### src/rtl/mc_control_unit.sv
// Multi-cycle control FSM for the 16-bit TSC datapath.
// Sequences fetch/decode/execute/memory/writeback, drives every mux and enable, and counts retired instructions.
module mc_control_unit #(
    parameter int WORD_SIZE = 16,
    parameter int CNT_WIDTH = 16
) (
    input  logic                 clk,
    input  logic                 reset,
    input  logic [WORD_SIZE-1:0] instruction,
    input  logic [1:0]           ALU_Compare,
    input  logic                 mem_ready,
    output logic                 ir_write,
    output logic                 mem_read,
    output logic                 mem_write,
    output logic [1:0]           RegDst,
    output logic                 RegWrite,
    output logic                 ALUSrcA,
    output logic [1:0]           ALUSrcB,
    output logic [3:0]           ALUOp,
    output logic [1:0]           PCSource,
    output logic                 PC_en,
    output logic                 IorD,
    output logic [1:0]           MemtoReg,
    output logic                 output_active,
    output logic                 is_halted,
    output logic [CNT_WIDTH-1:0] num_inst
);

    typedef enum logic [3:0] {
        S_IF, S_DEC, S_EX, S_BR_TGT, S_BR_SET, S_MEM, S_WB, S_PCUP, S_JUMP, S_OUT, S_HALT
    } state_t;

    localparam logic [3:0] OP_ADI   = 4'd4;
    localparam logic [3:0] OP_ORI   = 4'd5;
    localparam logic [3:0] OP_LHI   = 4'd6;
    localparam logic [3:0] OP_LWD   = 4'd7;
    localparam logic [3:0] OP_SWD   = 4'd8;
    localparam logic [3:0] OP_JMP   = 4'd9;
    localparam logic [3:0] OP_JAL   = 4'd10;
    localparam logic [3:0] OP_RTYPE = 4'd15;

    localparam logic [5:0] FN_JPR = 6'd25;
    localparam logic [5:0] FN_JRL = 6'd26;
    localparam logic [5:0] FN_WWD = 6'd28;
    localparam logic [5:0] FN_HLT = 6'd29;

    localparam logic [3:0] ALU_ADD = 4'd0;
    localparam logic [3:0] ALU_SUB = 4'd1;
    localparam logic [3:0] ALU_ORR = 4'd3;
    localparam logic [3:0] ALU_LHI = 4'd8;

    state_t                 r_state;
    state_t                 w_state_next;
    logic                   r_taken;
    logic [CNT_WIDTH-1:0]   r_num_inst;

    logic [3:0] w_opcode;
    logic [5:0] w_func;
    logic       w_is_rtype, w_is_ralu, w_is_imm_alu, w_is_branch, w_is_lwd, w_is_swd;
    logic       w_is_jmp, w_is_jal, w_is_jpr, w_is_jrl, w_is_wwd, w_is_hlt;
    logic       w_is_jump, w_is_link, w_to_ex, w_branch_taken;
    logic [3:0] w_imm_aluop;
    logic       w_unused;

    assign w_opcode     = instruction[15:12];
    assign w_func       = instruction[5:0];
    assign w_unused     = ^instruction[11:6];

    assign w_is_rtype   = (w_opcode == OP_RTYPE);
    assign w_is_ralu    = w_is_rtype && (w_func[5:3] == 3'd0);
    assign w_is_imm_alu = (w_opcode == OP_ADI) || (w_opcode == OP_ORI) || (w_opcode == OP_LHI);
    assign w_is_branch  = (w_opcode[3:2] == 2'b00);
    assign w_is_lwd     = (w_opcode == OP_LWD);
    assign w_is_swd     = (w_opcode == OP_SWD);
    assign w_is_jmp     = (w_opcode == OP_JMP);
    assign w_is_jal     = (w_opcode == OP_JAL);
    assign w_is_jpr     = w_is_rtype && (w_func == FN_JPR);
    assign w_is_jrl     = w_is_rtype && (w_func == FN_JRL);
    assign w_is_wwd     = w_is_rtype && (w_func == FN_WWD);
    assign w_is_hlt     = w_is_rtype && (w_func == FN_HLT);
    assign w_is_jump    = w_is_jmp || w_is_jal || w_is_jpr || w_is_jrl;
    assign w_is_link    = w_is_jal || w_is_jrl;
    assign w_to_ex      = w_is_ralu || w_is_imm_alu || w_is_lwd || w_is_swd || w_is_branch;

    assign w_imm_aluop  = (w_opcode == OP_ORI) ? ALU_ORR :
                          (w_opcode == OP_LHI) ? ALU_LHI : ALU_ADD;

    // Branch condition evaluated from the comparator during EX, held for BR_TGT.
    always_comb begin
        w_branch_taken = 1'b0;
        case (w_opcode[1:0])
            2'd0:    w_branch_taken = (ALU_Compare != 2'b00);
            2'd1:    w_branch_taken = (ALU_Compare == 2'b00);
            2'd2:    w_branch_taken = (ALU_Compare == 2'b01);
            default: w_branch_taken = (ALU_Compare == 2'b10);
        endcase
    end

    always_ff @(posedge clk) begin
        if (reset) begin
            r_state    <= S_IF;
            r_taken    <= 1'b0;
            r_num_inst <= '0;
        end else begin
            r_state <= w_state_next;
            if (r_state == S_EX && w_is_branch) begin
                r_taken <= w_branch_taken;
            end
            if (w_state_next == S_IF && r_state != S_IF) begin
                r_num_inst <= r_num_inst + CNT_WIDTH'(1);
            end
        end
    end

    always_comb begin
        w_state_next  = r_state;
        ir_write      = 1'b0;
        mem_read      = 1'b0;
        mem_write     = 1'b0;
        RegDst        = 2'd0;
        RegWrite      = 1'b0;
        ALUSrcA       = 1'b0;
        ALUSrcB       = 2'd0;
        ALUOp         = ALU_ADD;
        PCSource      = 2'd0;
        PC_en         = 1'b0;
        IorD          = 1'b0;
        MemtoReg      = 2'd0;
        output_active = 1'b0;

        case (r_state)
            S_IF: begin
                mem_read = 1'b1;
                if (mem_ready) begin
                    ir_write     = 1'b1;
                    w_state_next = S_DEC;
                end
            end
            S_DEC: begin
                ALUSrcB = 2'd1;
                if (w_is_link) begin
                    RegWrite = 1'b1;
                    RegDst   = 2'd2;
                    MemtoReg = 2'd2;
                end
                if (w_is_jump)      w_state_next = S_JUMP;
                else if (w_is_hlt)  w_state_next = S_HALT;
                else if (w_is_wwd)  w_state_next = S_OUT;
                else if (w_to_ex)   w_state_next = S_EX;
                else                w_state_next = S_PCUP;
            end
            S_EX: begin
                ALUSrcA = 1'b1;
                if (w_is_ralu) begin
                    ALUOp        = {1'b0, w_func[2:0]};
                    w_state_next = S_WB;
                end else if (w_is_imm_alu) begin
                    ALUSrcB      = 2'd2;
                    ALUOp        = w_imm_aluop;
                    w_state_next = S_WB;
                end else if (w_is_lwd || w_is_swd) begin
                    ALUSrcB      = 2'd2;
                    w_state_next = S_MEM;
                end else if (w_is_branch) begin
                    ALUOp        = ALU_SUB;
                    ALUSrcB      = w_opcode[1] ? 2'd3 : 2'd0;
                    w_state_next = S_BR_TGT;
                end else begin
                    w_state_next = S_PCUP;
                end
            end
            S_BR_TGT: begin
                ALUSrcB      = 2'd2;
                w_state_next = r_taken ? S_BR_SET : S_PCUP;
            end
            S_BR_SET: begin
                PCSource     = 2'd1;
                PC_en        = 1'b1;
                w_state_next = S_PCUP;
            end
            S_MEM: begin
                // Address stays rs+imm: ALU_out reloads every cycle while we wait.
                ALUSrcA = 1'b1;
                ALUSrcB = 2'd2;
                IorD    = 1'b1;
                if (w_is_lwd) begin
                    mem_read = 1'b1;
                    if (mem_ready) w_state_next = S_WB;
                end else begin
                    mem_write = 1'b1;
                    if (mem_ready) w_state_next = S_PCUP;
                end
            end
            S_WB: begin
                RegWrite     = 1'b1;
                RegDst       = w_is_rtype ? 2'd1 : 2'd0;
                MemtoReg     = w_is_lwd ? 2'd1 : 2'd0;
                ALUSrcB      = 2'd1;
                PC_en        = 1'b1;
                w_state_next = S_IF;
            end
            S_PCUP: begin
                ALUSrcB      = 2'd1;
                PC_en        = 1'b1;
                w_state_next = S_IF;
            end
            S_OUT: begin
                output_active = 1'b1;
                ALUSrcB       = 2'd1;
                PC_en         = 1'b1;
                w_state_next  = S_IF;
            end
            S_JUMP: begin
                PC_en        = 1'b1;
                PCSource     = (w_is_jmp || w_is_jal) ? 2'd3 : 2'd2;
                w_state_next = S_IF;
            end
            S_HALT: begin
                w_state_next = S_HALT;
            end
            default: begin
                w_state_next = S_IF;
            end
        endcase

        // Reset aborts at once: nothing may be written or requested in that cycle.
        if (reset) begin
            ir_write      = 1'b0;
            mem_read      = 1'b0;
            mem_write     = 1'b0;
            RegWrite      = 1'b0;
            PC_en         = 1'b0;
            output_active = 1'b0;
        end
    end

    assign is_halted = (r_state == S_HALT);
    assign num_inst  = r_num_inst;

endmodule

### config.mk
export PLATFORM = sky130hd
export DESIGN_NAME = mc_control_unit
export DESIGN_NICKNAME = d
export VERILOG_FILES = /design/src/rtl/mc_control_unit.sv
export SDC_FILE = /design/constraint.sdc
export NUM_CORES = 1
export LEC_CHECK = 0
export ABC_AREA = 1
export CAP_MARGIN = 0
export CORE_MARGIN = 2
export CORE_UTILIZATION = 30
export CTS_CLUSTER_SIZE = 25
export DETAILED_ROUTE_END_ITERATION = 8
export GPL_TIMING_DRIVEN = 0
export PLACE_DENSITY_LB_ADDON = 0.25
export RECOVER_POWER = 50
export SLEW_MARGIN = 25
export SYNTH_ARGS = -nofsm -noshare
export SYNTH_HDL_FRONTEND = slang
export SYNTH_SLANG_ARGS = --single-unit
### constraint.sdc
create_clock -name clk -period 1.5 [get_ports clk]
set_input_delay 0.3 -clock clk [delete_from_list [all_inputs] [get_ports clk]]
set_output_delay 0.3 -clock clk [all_outputs]
set_load 0.01 [all_outputs]
==> summary.md <==
| Metric | Value |
|---|---|
| Routed Wire Length | between 5 and 6 mm |
| CP endpoint kind | output port |
| Cells after Synth | approximately 290 |
| Antenna Nets Post-Route | 0 |
| # clock sinks | 21 |
| # IOs | between 50 and 60 |
| Critical Path Stages | 7 |
| Yosys reg bits | 21 |
| Number of fillers in the final layout | 580 |
| Slew @ Worst Pin | roughly 0.40 ns |
| NumNets Final | around 380 |
| Hold path cells | 2 |
| Min cycle time layout | roughly 1.7 ns |
| Initial Util | 0.307 |
| WP buf/inv | 4 |
| Chip width | ~78 um |
| Routed vias/inst | between 4 and 5 |
| Power per cell area | between 800 and 900 nW/um^2 |
| Mean Syn Cell Area | approximately 5.8 um^2 |
| # diodes | 0 |
| Period utilization | 1.12 |
| Post-DP HPWL | 3.56 mm |
| Drt pass-1 iters | 4 |
| Max Root-Sink Buffers | 2 |
| Port Buf Inserts | 50 |
| CTS clk-pin slew, worst paths | about 0.08 ns |
| Final Util | 0.470 |
| YS warnings | 0 |
| Worst slew margin | 0.734 |
| Unique masters post-synth | 30 |
| CTS tree | yes |
| Root buffer cell | clkbuf_8 |
| Syn Std Cell Area | around 1700 um^2 |
| Reg power frac | 0.325 |
| Vias | around 2000 |
| Residual DRC | 0 |
| Syn nets | just over 300 |
| Final WS setup | -0.180 ns |
| Status | finished with violations |
| Count of final max-slew check failures | 0 |
| VDD IR max | 0.592 mV |
| Slowest CP cell | dfxtp_4 |
| H-Tree Depth | 1 |
| Fraction of layout cells with a size suffix above 1 | 0.363 |
| Max-Cap Viols | 0 |
| Placed Area | between 2000 and 2500 um^2 |
| Die Span Y | 78.3 um |
| Gr ovfl total | 0 |
| Initial antenna violation count | 0 |
| Switching share of power | 0.397 |
| RePlAce Congestion | between 0.9 and 1 |
| Worst Path Arrival | between 1 and 1.5 ns |
| CP startpoint kind | flip-flop |
| Setup Skew | 0.00310 ns |
| Worst skew pair latency | 0.26 ns |
| Worst path cell trace | inv_4 > nor2_4 > inv_2 > nor2_4 > inv_4 > nor4_2 > buf_2 |
| Leak Pwr | around 1.2 nW |
| Hold Path Class | in2reg |
| Clk pwr share | 0.176 |
| Reg2reg path depth | 8 |
| Starting DRT DRC Count | 57 |
| Post-CTS Hold Fix Bufs | 0 |
| Pint | 1.26 mW |
| Psw | 829 uW |
| Core ar. | between 5000 and 6000 um^2 |
| First-pass GRT wire length | 8.35 mm |
| Post-synthesis sequential area ratio | 0.254 |
| Data required, critical path | between 1 and 1.5 ns |
| Finish-stage setup viols | 19 |
| Area Overhead vs Synth | 53.1% |
| Largest delay contributor family on the critical path | flip-flops |
| FP Rows | 27 |
| Comb power frac | 0.498 |
| Fin area | 2540 um^2 |
| Setup TNS | -1.83 ns |
| WHS | between 0.3 and 0.4 ns |
| Largest net degree at the start of global routing | 12 |
| Fmax | a little under 600 MHz |
| Global-route usage over all layers | 0.164 |
| Unrepaired setup endpoints after global routing | true |
| Vias in the first global route | between 1500 and 2000 |
| Failing checks | setup timing |
| Die footprint | 6140 um^2 |
| Wire length per cell | around 12 um |
| Final Hold Viols | 0 |
| CTS Buf Count | 3 |
| CP Max Fanout | 7 |
| Largest stage delay on the critical path | 0.39 ns |
| Crit path kind | reg2out |
-- final timing paths --
kind | startpoint | to | slack [ns]
max | r_state[1]$_SDFF_PP0_ | ALUOp[3] | -0.18
min | reset | num_inst[7]$_SDFFE_PP0P_ | 0.38
max reg2reg | r_state[1]$_SDFF_PP0_ | num_inst[10]$_SDFFE_PP0P_ | 0.02
min reg2reg | num_inst[4]$_SDFFE_PP0P_ | num_inst[4]$_SDFFE_PP0P_ | 0.51
-- sequential cells by signal, indices dropped and copies added (netlist names) --
name,flops
num_inst,16
r_state,4
r_taken,1
-- metrics by stage --
step | power, mW | instances | worst slack, ns
6_report | 2.09 | 430 | -0.180
5_1_grt | 2.22 | 430 | -0.240
4_1_cts | 2.01 | 427 | -0.200
3_5_place_dp | 1.44 | 409 | -0.985
3_3_place_gp | 1.44 | 409 | -0.987
2_1_floorplan | 1.14 | 287 | 0.0401
-- synth_stat cells --
| cell | instances | area share |
|---|---|---|
| clkbuf_1 | 2 | 0.0045 |
| inv_1 | 49 | 0.11 |
| o21ai_0 | 9 | 0.027 |
| nand2_1 | 70 | 0.16 |
| buf_6 | 1 | 0.0068 |
| nor3_2 | 2 | 0.012 |
| buf_2 | 1 | 0.0030 |
| nand2_2 | 4 | 0.015 |
| ha_1 | 1 | 0.0075 |
| o31ai_1 | 1 | 0.0045 |
| a31o_2 | 1 | 0.0053 |
| a21oi_1 | 19 | 0.057 |
| nor2_4 | 7 | 0.048 |
| nand3_1 | 12 | 0.036 |
| nor3_1 | 11 | 0.033 |
| xor2_1 | 1 | 0.0053 |
| nor2_2 | 3 | 0.011 |
| nor4_1 | 1 | 0.0038 |
| buf_4 | 2 | 0.0091 |
| nand4_1 | 4 | 0.015 |
| nor2_1 | 48 | 0.11 |
| inv_2 | 4 | 0.0091 |
| a21oi_2 | 1 | 0.0053 |
| nand3_2 | 2 | 0.012 |
| o211ai_1 | 1 | 0.0045 |
| o21ai_1 | 5 | 0.015 |
| and3_1 | 2 | 0.0075 |
| o21ai_2 | 1 | 0.0053 |
| a22oi_1 | 1 | 0.0045 |
| dfxtp_1 | 21 | 0.25 |
-- power by group through the flow --
stage | registers, mW | logic [mW] | clock network, mW
after detailed placement | 0.656 | 0.784 | 0
after global routing | 0.687 | 1.13 | 0.400
final | 0.679 | 1.04 | 0.368
after CTS | 0.668 | 0.958 | 0.381
after global placement | 0.654 | 0.785 | 0
after floorplan | 0.651 | 0.493 | 0
-- what timing repair did --
item	CTS	global route
buffers inserted	14	4
endpoints found under the setup margin	34	31
pin swaps	14	13
resized for setup	172	36
-- layout make-up --
| type | instances | area, um^2 | area share |
|---|---|---|---|
| Buffer | 6 | 38.8 | 0.0153 |
| Clock buffer | 4 | 45.0 | 0.0177 |
| Inverter | 53 | 211 | 0.0833 |
| Multi-Input combinational cell | 207 | 1170 | 0.461 |
| Sequential cell | 21 | 439 | 0.173 |
| Tap cell | 72 | 90.1 | 0.0355 |
| Timing Repair Buffer | 67 | 544 | 0.214 |
-- routing by layer --
| metal | GRT usage | up-vias | part of all wire |
|---|---|---|---|
| li1 | - | 1034 | - |
| met5 | 0 | - | 0 |
| met3 | 0.0218 | 12 | 0.045 |
| met2 | 0.299 | 65 | 0.48 |
| met1 | 0.195 | 876 | 0.45 |
| met4 | 0.0614 | 0 | 0.024 |
-- cells in the final DEF, fill, tap and decap left out, types with 11 or more instances in the layout --
| cell | instances |
|---|---|
| nor2_2 | 11 |
| nand3_1 | 12 |
| nor2_1 | 36 |
| nor2_4 | 11 |
| inv_1 | 39 |
| nand2_1 | 60 |
| dfxtp_1 | 12 |
| a21oi_1 | 14 |
| buf_4 | 13 |
| buf_2 | 20 |
-- kinds of logic after synthesis --
logic type	synth area share
buffers and inverters	0.143
AOI/OAI and AO/OA	0.129
adders and majority gates	0.00755
DFF	0.254
xor gates and xnor gates	0.00528
and+or+nand+nor	0.461
Note: power is estimated with default switching activity, not from simulation.
==> edit, RTL diff (same flow settings) <==
Encoding of `state_t`: now one-hot (11 bits for 11 states).
--- a/src/rtl/mc_control_unit.sv
+++ b/src/rtl/mc_control_unit.sv
@@ -27,6 +27,6 @@
 );
 
-    typedef enum logic [3:0] {
-        S_IF, S_DEC, S_EX, S_BR_TGT, S_BR_SET, S_MEM, S_WB, S_PCUP, S_JUMP, S_OUT, S_HALT
+    typedef enum logic [10:0] {
+        S_IF = 11'b00000000001, S_DEC = 11'b00000000010, S_EX = 11'b00000000100, S_BR_TGT = 11'b00000001000, S_BR_SET = 11'b00000010000, S_MEM = 11'b00000100000, S_WB = 11'b00001000000, S_PCUP = 11'b00010000000, S_JUMP = 11'b00100000000, S_OUT = 11'b01000000000, S_HALT = 11'b10000000000
     } state_t;
 
Formal check against the unedited RTL: same outputs for any inputs over 10 cycles, from zero or initial values and one cycle with reset high; not proved beyond that.
==> edit against the original RTL <==
- the flow still finishes with violations (negative setup slack)
- largest power group is now registers
- setup slack got worse by 0.32 ns
- routed wire length rose by 27%
- critical path depth grew 2
- largest cell class unchanged
- via count is 24% higher
- power fell by 7.3%
- register-to-register slack worse by 0.28 ns
- sequential cell count increased by 7
- clock power increased by 34%
- area after synthesis up 27%
- clock skew increased by 0.0012 ns
- cell area up 28%
- sequential share of layout area up 1.3 points
- sequential power grew 16%
==> edit: results <==
[run_status]
outcome = finished, violations left
violations = negative setup slack

[global_route]
grtUsageTotal = 0.164
grt_pass1_wl_um = 10200
first_global_vias = 2273

[timing]
setup_tns_ns = -12.11
period_share = 1.33
worst_slack_ns = -0.502
setup_viol = 39

[worst_setup_path]
crit_path_max_incr_delay_ns = 0.35
crit_slowest_cell = dfxtp_2
worstPathMaxFanout = 4
crit_family = simple AND/OR/NAND/NOR gates

[logic_synthesis]
synth_nets = 353
synthTopCellsByArea = dfxtp_1 27%, nand2_1 12%, inv_1 8.2%
seq_area_frac_synth = 0.266

[cts]
clk_pin_slew_worst_paths_ns = 0.10
clock_latency_ns = 0.28

[detailed_routing]
num_vias = 2455
wl_met3_um = 257
drt-initial-drc-count = 86
wl_met1_um = 2780
wirelength_um = 6380
wl_met2_um = 3290

[pwr]
p_leak_nw = 1.46

[place]
dp_hpwl_um = 4530
place_congestion = 0.883

[final_layout]
post_route_cells_drive_above_1_share = 0.383
nets = 443
fillers = 707
[edit: changes by cell type after synthesis, moves of 6 or more]
cell	delta
nor3_1	+6
a21oi_2	+8
a21oi_1	-7
dfxtp_1	+7
nand2_2	+9
xor2_1	+6
nand3_1	+21
[edit: routing by layer]
layer | GRT usage | vias up
li1 | - | 1262
met1 | 0.192 | 1136
met2 | 0.309 | 50
met3 | 0.0311 | 7
met4 | 0.0336 | 0
met5 | 0 | -
[edit: worst paths after layout]
path | start | depth (start not counted) | endpoint | slack [ns]
max | r_state[1] | 9 | PC_en | -0.50
min | instruction[1] | 4 | r_state[9] | 0.47
max reg2reg | r_state[9] | 11 | r_state[0] | -0.26
min reg2reg | num_inst[4] | 2 | num_inst[4] | 0.49
[edit: cells by family after synthesis]
logic type                 after synthesis  share of synthesized area
AOI/OAI and AO/OA                       41                      0.123
xor gates and xnor gates                 8                     0.0332
adders and majority gates                1                    0.00593
buffers and inverters                   53                      0.109
DFF                                     28                      0.266
and+or+nand+nor                        200                      0.463
[edit: cell type report]
cell class / count / area [um2] / share of cell area
multi-input combinational: 250 / 1510 / 0.463
buffer: 6 / 51.3 / 0.0157
clock buffer: 4 / 55.1 / 0.0169
sequential: 28 / 607 / 0.186
tap: 96 / 120 / 0.0369
inverter: 46 / 173 / 0.0530
timing repair buffer: 86 / 743 / 0.228
[edit: power breakdown]
part           switching (W)  leakage [nW]  total (W)  internal [W]
Clock               0.000257        0.0288   0.000493      0.000236
Sequential         0.0000274         0.240   0.000789      0.000761
Combinational       0.000355          1.19   0.000652      0.000297
Total               0.000640          1.46    0.00193       0.00129
[edit: timing repair]
item / 4_1_cts / 5_1_grt
hold buffers: 0 / 0
setup endpoints to repair: 61 / 45
resized for setup: 157 / 39
pin swaps: 20 / 8
gates cloned: 0 / 1
endpoints found under the hold margin: 0 / 0
setup buffers: 26 / 10
[edit: worst reg2reg max path, delay by kind of cell (launching register included)]
family          cells  cell delay [ns]
flops               1             0.35
buf+inv             3             0.38
simple gates        7             0.79
compound gates      1             0.11
[edit: metrics by stage]
stage               worst slack (ns)  cell area (um2)  instances
global route                  -0.606             3260        516
detailed placement             -1.26             2770        477
global placement               -1.26             2770        477
finish                        -0.502             3260        516
CTS                           -0.501             3070        507
floorplan                    -0.0710             2140        331
